File: config.mk
export PLATFORM = sky130hd
export DESIGN_NAME = stopwatch_ctrl
export DESIGN_NICKNAME = d
export VERILOG_FILES = /design/src/rtl/stopwatch_ctrl.sv
export SDC_FILE = /design/constraint.sdc
export NUM_CORES = 1
export LEC_CHECK = 0
export CORE_MARGIN = 8
export CORE_UTILIZATION = 50
export DETAILED_ROUTE_END_ITERATION = 10
export DONT_BUFFER_PORTS = 1
export PLACE_DENSITY = 0.72
export SLEW_MARGIN = 20
export SYNTH_ARGS = -nofsm -noshare
export SYNTH_HDL_FRONTEND = slang
export SYNTH_SLANG_ARGS = --single-unit
File: constraint.sdc
create_clock -name CLK -period 2.9 [get_ports CLK]
set_input_delay 0.29 -clock CLK [delete_from_list [all_inputs] [get_ports CLK]]
set_output_delay 0.29 -clock CLK [all_outputs]
set_load 0.01 [all_outputs]
File: src/rtl/stopwatch_ctrl.sv
// rtl/stopwatch_ctrl.sv - stopwatch control: button debounce, start/stop/lap/clear FSM, 4-digit BCD count
// Buttons are indexed {clr, lap, start}; all outputs are registered from the internal state.
module stopwatch_ctrl #(
    parameter int TICK_DIV        = 120000,
    parameter int DEBOUNCE_CYCLES = 120000
) (
    input  logic        CLK,
    input  logic        RST_N,
    input  logic        BTN_START,
    input  logic        BTN_LAP,
    input  logic        BTN_CLR,
    output logic [15:0] display_value,
    output logic        running,
    output logic        lap_active,
    output logic        overflow
);
    localparam int PW = $clog2(TICK_DIV);
    localparam int DW = (DEBOUNCE_CYCLES > 1) ? $clog2(DEBOUNCE_CYCLES) : 1;
    localparam logic [PW-1:0] PRE_LAST = PW'(TICK_DIV - 1);
    localparam logic [DW-1:0] DB_LAST  = DW'(DEBOUNCE_CYCLES - 1);

    typedef enum logic [1:0] {S_IDLE, S_RUN, S_LAP, S_STOP} state_t;

    logic [2:0]         sync1_q, sync1_d, sync2_q, sync2_d, acc_q, acc_d;
    logic [2:0][DW-1:0] db_cnt_q, db_cnt_d;
    logic [2:0]         press;
    state_t             state_q, state_d;
    logic [PW-1:0]      pre_q, pre_d;
    logic [15:0]        count_q, count_d, lap_reg_q, lap_reg_d;
    logic               ovf_q, ovf_d;
    logic [15:0]        display_q, display_d;
    logic               running_q, running_d, lap_active_q, lap_active_d, ovf_out_q, ovf_out_d;
    logic               active, tick;

    function automatic logic [15:0] bcd_inc(input logic [15:0] v);
        logic [15:0] r;
        logic        c;
        r = v;
        c = 1'b1;
        for (int i = 0; i < 4; i++) begin
            if (c) begin
                if (v[4*i +: 4] == 4'd9) begin
                    r[4*i +: 4] = 4'd0;
                end else begin
                    r[4*i +: 4] = v[4*i +: 4] + 4'd1;
                    c = 1'b0;
                end
            end
        end
        return r;
    endfunction

    always_comb begin
        sync1_d  = {BTN_CLR, BTN_LAP, BTN_START};
        sync2_d  = sync1_q;
        acc_d    = acc_q;
        db_cnt_d = '0;
        press    = '0;
        // The debounce counter only advances while the synchronised level disagrees with the accepted one.
        for (int i = 0; i < 3; i++) begin
            if (sync2_q[i] != acc_q[i]) begin
                if (db_cnt_q[i] == DB_LAST) begin
                    acc_d[i] = sync2_q[i];
                    press[i] = sync2_q[i];
                end else begin
                    db_cnt_d[i] = db_cnt_q[i] + DW'(1);
                end
            end
        end

        active = (state_q == S_RUN) || (state_q == S_LAP);
        tick   = active && (pre_q == PRE_LAST);
        pre_d  = pre_q;
        if (active) begin
            pre_d = tick ? '0 : pre_q + PW'(1);
        end

        count_d = count_q;
        ovf_d   = ovf_q;
        if (tick) begin
            count_d = bcd_inc(count_q);
            if (count_q == 16'h9999) begin
                ovf_d = 1'b1;
            end
        end

        state_d   = state_q;
        lap_reg_d = lap_reg_q;
        case (state_q)
            S_IDLE: if (press[0]) state_d = S_RUN;
            S_RUN: begin
                if (press[0]) begin
                    state_d = S_STOP;
                end else if (press[1]) begin
                    state_d   = S_LAP;
                    lap_reg_d = count_d;
                end
            end
            S_LAP: begin
                if (press[0])      state_d = S_STOP;
                else if (press[1]) state_d = S_RUN;
            end
            S_STOP: begin
                if (press[2]) begin
                    state_d = S_IDLE;
                    count_d = '0;
                    pre_d   = '0;
                    ovf_d   = 1'b0;
                end else if (press[0]) begin
                    state_d = S_RUN;
                end
            end
            default: state_d = S_IDLE;
        endcase

        display_d    = (state_q == S_LAP) ? lap_reg_q : count_q;
        running_d    = active;
        lap_active_d = (state_q == S_LAP);
        ovf_out_d    = ovf_q;
    end

    always_ff @(posedge CLK or negedge RST_N) begin
        if (!RST_N) begin
            sync1_q      <= '0;
            sync2_q      <= '0;
            acc_q        <= '0;
            db_cnt_q     <= '0;
            state_q      <= S_IDLE;
            pre_q        <= '0;
            count_q      <= '0;
            lap_reg_q    <= '0;
            ovf_q        <= 1'b0;
            display_q    <= '0;
            running_q    <= 1'b0;
            lap_active_q <= 1'b0;
            ovf_out_q    <= 1'b0;
        end else begin
            sync1_q      <= sync1_d;
            sync2_q      <= sync2_d;
            acc_q        <= acc_d;
            db_cnt_q     <= db_cnt_d;
            state_q      <= state_d;
            pre_q        <= pre_d;
            count_q      <= count_d;
            lap_reg_q    <= lap_reg_d;
            ovf_q        <= ovf_d;
            display_q    <= display_d;
            running_q    <= running_d;
            lap_active_q <= lap_active_d;
            ovf_out_q    <= ovf_out_d;
        end
    end

    assign display_value = display_q;
    assign running       = running_q;
    assign lap_active    = lap_active_q;
    assign overflow      = ovf_out_q;
endmodule

==> results.sh <==
export IMPL_clock_power_share=0.536
export IMPL_synth_edf_count=0
export IMPL_r2r_end="lap_reg_q[15]"
export IMPL_synth_seq_cells=131
export IMPL_route_detailed_drc=0
export IMPL_fillCellCount=977
export IMPL_syn_to_final_growth_pct=13.28
export IMPL_netlist_area_leader_share=0.5351
export IMPL_diodes=0
export IMPL_crit_start="state_q[1]"
export IMPL_vias_per_cell=5.607
export IMPL_cp_buffers_inverters=1
export IMPL_io_buffers=0
export IMPL_cts_root_buf="clkbuf_16"
export IMPL_drt_pass1_iterations=4
export IMPL_cellLeakagePower_nw=3.053
export IMPL_first_iter_violations=303
export IMPL_setup_ws_ns=0.3856
export IMPL_crit_path_max_fanout=13
export IMPL_synth_top_area_cell="dfrtp_1"
export IMPL_crit_family="simple AND/OR/NAND/NOR gates"
export IMPL_multi_input_area_mm2=0.002680
export IMPL_avgSynthCellArea_um2=10.18
export IMPL_yosysWarnings=0
export IMPL_htreeDepth=4
export IMPL_r2r_cells=7
export IMPL_syn_nets=615
export IMPL_die_y_um=126.7
export IMPL_rows=40
export IMPL_powerDensity_mw_per_mm2=588.6
export IMPL_whs_ns=-0.4328
export IMPL_post_synth_num_cell_types=57
export IMPL_synth_yosys_seq_area_share=0.5351
export IMPL_status="finished with violations"
export IMPL_postCtsHoldBufs=3
export IMPL_arrival_ns=2.80
export IMPL_violations="hold timing"
export IMPL_relSlewSlack=0.4683
export IMPL_hp_class="input pin to async pin"
export IMPL_crit_path_end="lap_reg_q[15]"
export IMPL_wire_per_inst_um=15.07
export IMPL_post_dp_hpwl_um=7452
export IMPL_final_nets=627
export IMPL_path_depth=7
export IMPL_max_freq_ghz=0.3977
export IMPL_share_seq_of_total_power=0.455
export IMPL_cts_resized_gates=0
export IMPL_finalHoldViolations=131
export IMPL_fp_dieW_um=126.7
export IMPL_worstPathCellList="inv_1, ha_1, nand4_1, or4_4, or2_1, a211oi_1, o21ai_0"
export IMPL_grt_max_degree=132
export IMPL_synth_area_leaders="dfrtp_1, nor2_1, xor2_1, xnor2_1, nand2_1"
export IMPL_syn_inst=602
export IMPL_cts_buffers=17
export IMPL_drive_gt1_frac=0.09904
export IMPL_place_gp_congestion=0.8395
export IMPL_start_util=0.5100
export IMPL_ios=24
export IMPL_finalCriticalPeriod_ns=2.514
export IMPL_grt_pass1_vias=4356
export IMPL_cts_buffer_depth=2
export IMPL_setup_viol=0
export IMPL_crit_required_ns=3.19
export IMPL_p_comb_frac=0.010
export IMPL_dieArea_mm2=0.01605
export IMPL_synth_ff_type="dfrtp_1"
export IMPL_worst_setup_path_start_kind="flop"
export IMPL_worst_r2r_setup_slack_ns=0.39
export IMPL_cts_sinks=131
export IMPL_cp_end_kind="flop"
export IMPL_rsz0062_at_grt="false"
export IMPL_ir_drop_uv=366.3
export IMPL_worst_pin_slew_ns=0.7865
export IMPL_syn_area_mm2=0.006126
export IMPL_clkSlewWorstSetupHoldPaths_ns=0.06
export IMPL_drv_slew=0
export IMPL_async_flop_share=1.000
export IMPL_ant_nets=0
export IMPL_r2r_start="state_q[1]"
export IMPL_regArea_mm2=0.003278
export IMPL_grt_pass1_wl_um=20260
export IMPL_antenna_found_initial=0
export IMPL_setup_tns_final_ns=0
export IMPL_fp_coreArea_mm2=0.01201
export IMPL_place_ws_ns=0.4032
export IMPL_dr_total_vias=4334
export IMPL_fin_crit_sh=0.8670
export IMPL_switchingPower_w=0.0007868
export IMPL_switching_share=0.1926
export IMPL_final_core_util=0.5777
export IMPL_max_stage_delay_ns=0.69
export IMPL_cts_tree="done"
export IMPL_cp_slowest_cell="or4_4"
export IMPL_drt_wl_total_um=11650
export IMPL_grt_ovfl_total=0
export IMPL_clkLatencyLatePin_ns=0.41
export IMPL_grtUsageTotal=0.1556
export IMPL_skew_ns=0.007683
export IMPL_post_cts_buffers=0
export IMPL_crit_type="flop to flop"
export IMPL_drv_cap=0
export IMPL_p_int_w=0.003298
[metal layers]
metal  part of all wire  global-route usage
met2               0.50              0.2500
met5                  0                   0
met1               0.45              0.1917
met4              0.016             0.07488
met3              0.035             0.04106
[flip-flops by register name (all words and copies together), names as in the netlist, 2 cells and up]
signal,count
count_q,16
db_cnt_q,51
acc_q,3
sync2_q,3
sync1_q,3
lap_reg_q,16
state_q,2
display_value,16
pre_q,17
[placed cells by master, fill, tap and decap left out, types with 3 or more instances in the layout]
cell type	synthesis	layout
dfrtp_1	131	131
nor2_1	91	91
nand2_1	49	49
xor2_1	34	34
nand3_1	32	32
xnor2_1	31	31
o21ai_0	22	22
inv_1	21	21
nand4_1	21	21
clkbuf_16	0	17
a21oi_1	15	15
and3_1	14	14
nor3_1	14	14
mux2_2	14	14
buf_4	0	10
ha_1	8	8
nand2b_1	6	6
nor4_1	6	6
mux2i_1	5	5
nor2b_1	5	5
and4_1	4	4
or3_1	4	4
nor4bb_1	4	4
o21ai_1	4	4
clkbuf_8	0	4
or4_1	3	3
nand3b_1	3	3
a211oi_1	3	3
bufinv_16	0	3
dlygate4sd3_1	0	3
[synth_stat cells, types with 3 or more instances]
cell type  instances
nand4_1           21
nand2_1           49
nor4bb_1           4
nand2b_1           6
or4_1              3
dfrtp_1          131
a211oi_1           3
o21ai_0           22
xnor2_1           31
o21ai_1            4
nor2_1            91
nand3_1           32
xor2_1            34
nor3_1            14
a21oi_1           15
and3_1            14
mux2_2            14
mux2i_1            5
and4_1             4
buf_2              5
nand3b_1           3
clkbuf_1          13
or3_1              4
nor4_1             6
inv_1             21
ha_1               8
nor2b_1            5
[layout make-up]
type                            count  area share
Sequential cell                   131      0.4724
Inverter                           21     0.01136
Clock inverter                      8     0.01803
Timing Repair Buffer               13     0.01515
Multi-Input combinational cell    430      0.3862
Clock buffer                       23     0.07032
Tap cell                          147     0.02651
[worst min-delay path by stage]
stage / slack, ns / depth (start not counted) / endpoint
6_report: -0.43 / 0 / db_cnt_q[43]
5_1_grt: -0.45 / 0 / db_cnt_q[47]
4_1_cts: -0.45 / 0 / db_cnt_q[43]
3_5_place_dp: 0.0001 / 0 / db_cnt_q[43]
3_3_place_gp: 0.0002 / 0 / db_cnt_q[43]
2_1_floorplan: -0.006 / 0 / acc_q[0]
[per-stage QoR]
step / std cells / total power [W] / cell area, um^2
after floorplan: 602 / 0.001917 / 6126
after global routing: 773 / 0.004215 / 6939
final: 773 / 0.004085 / 6939
after detailed placement: 739 / 0.001925 / 6296
after CTS: 773 / 0.004137 / 6939
after global placement: 739 / 0.001923 / 6296
[kinds of logic after synthesis]
group | share of synthesized area
AO/OA/AOI/OAI | 0.05760
AND/OR/NAND/NOR | 0.2367
XOR/XNOR | 0.09293
flip-flops | 0.5351
buffers and inverters | 0.02737
adder cells (fa/ha/maj) | 0.01634
multiplexers | 0.03391
[worst reg2reg max path, cell delays in order, from the launching register on]
cell	delay [ns]
dfrtp_1	0.40
inv_1	0.09
ha_1	0.30
nand4_1	0.15
or4_4	0.69
or2_1	0.31
a211oi_1	0.31
o21ai_0	0.13
[power by group through the flow]
stage	logic, W	clock network, W	registers [W]
after floorplan	0.0000308	0	0.00189
after global placement	0.0000347	0	0.00189
after detailed placement	0.0000359	0	0.00189
after CTS	0.0000391	0.00224	0.00186
after global routing	0.0000459	0.00231	0.00186
final	0.0000390	0.00219	0.00186
Note: power is estimated with default switching activity, not from simulation.
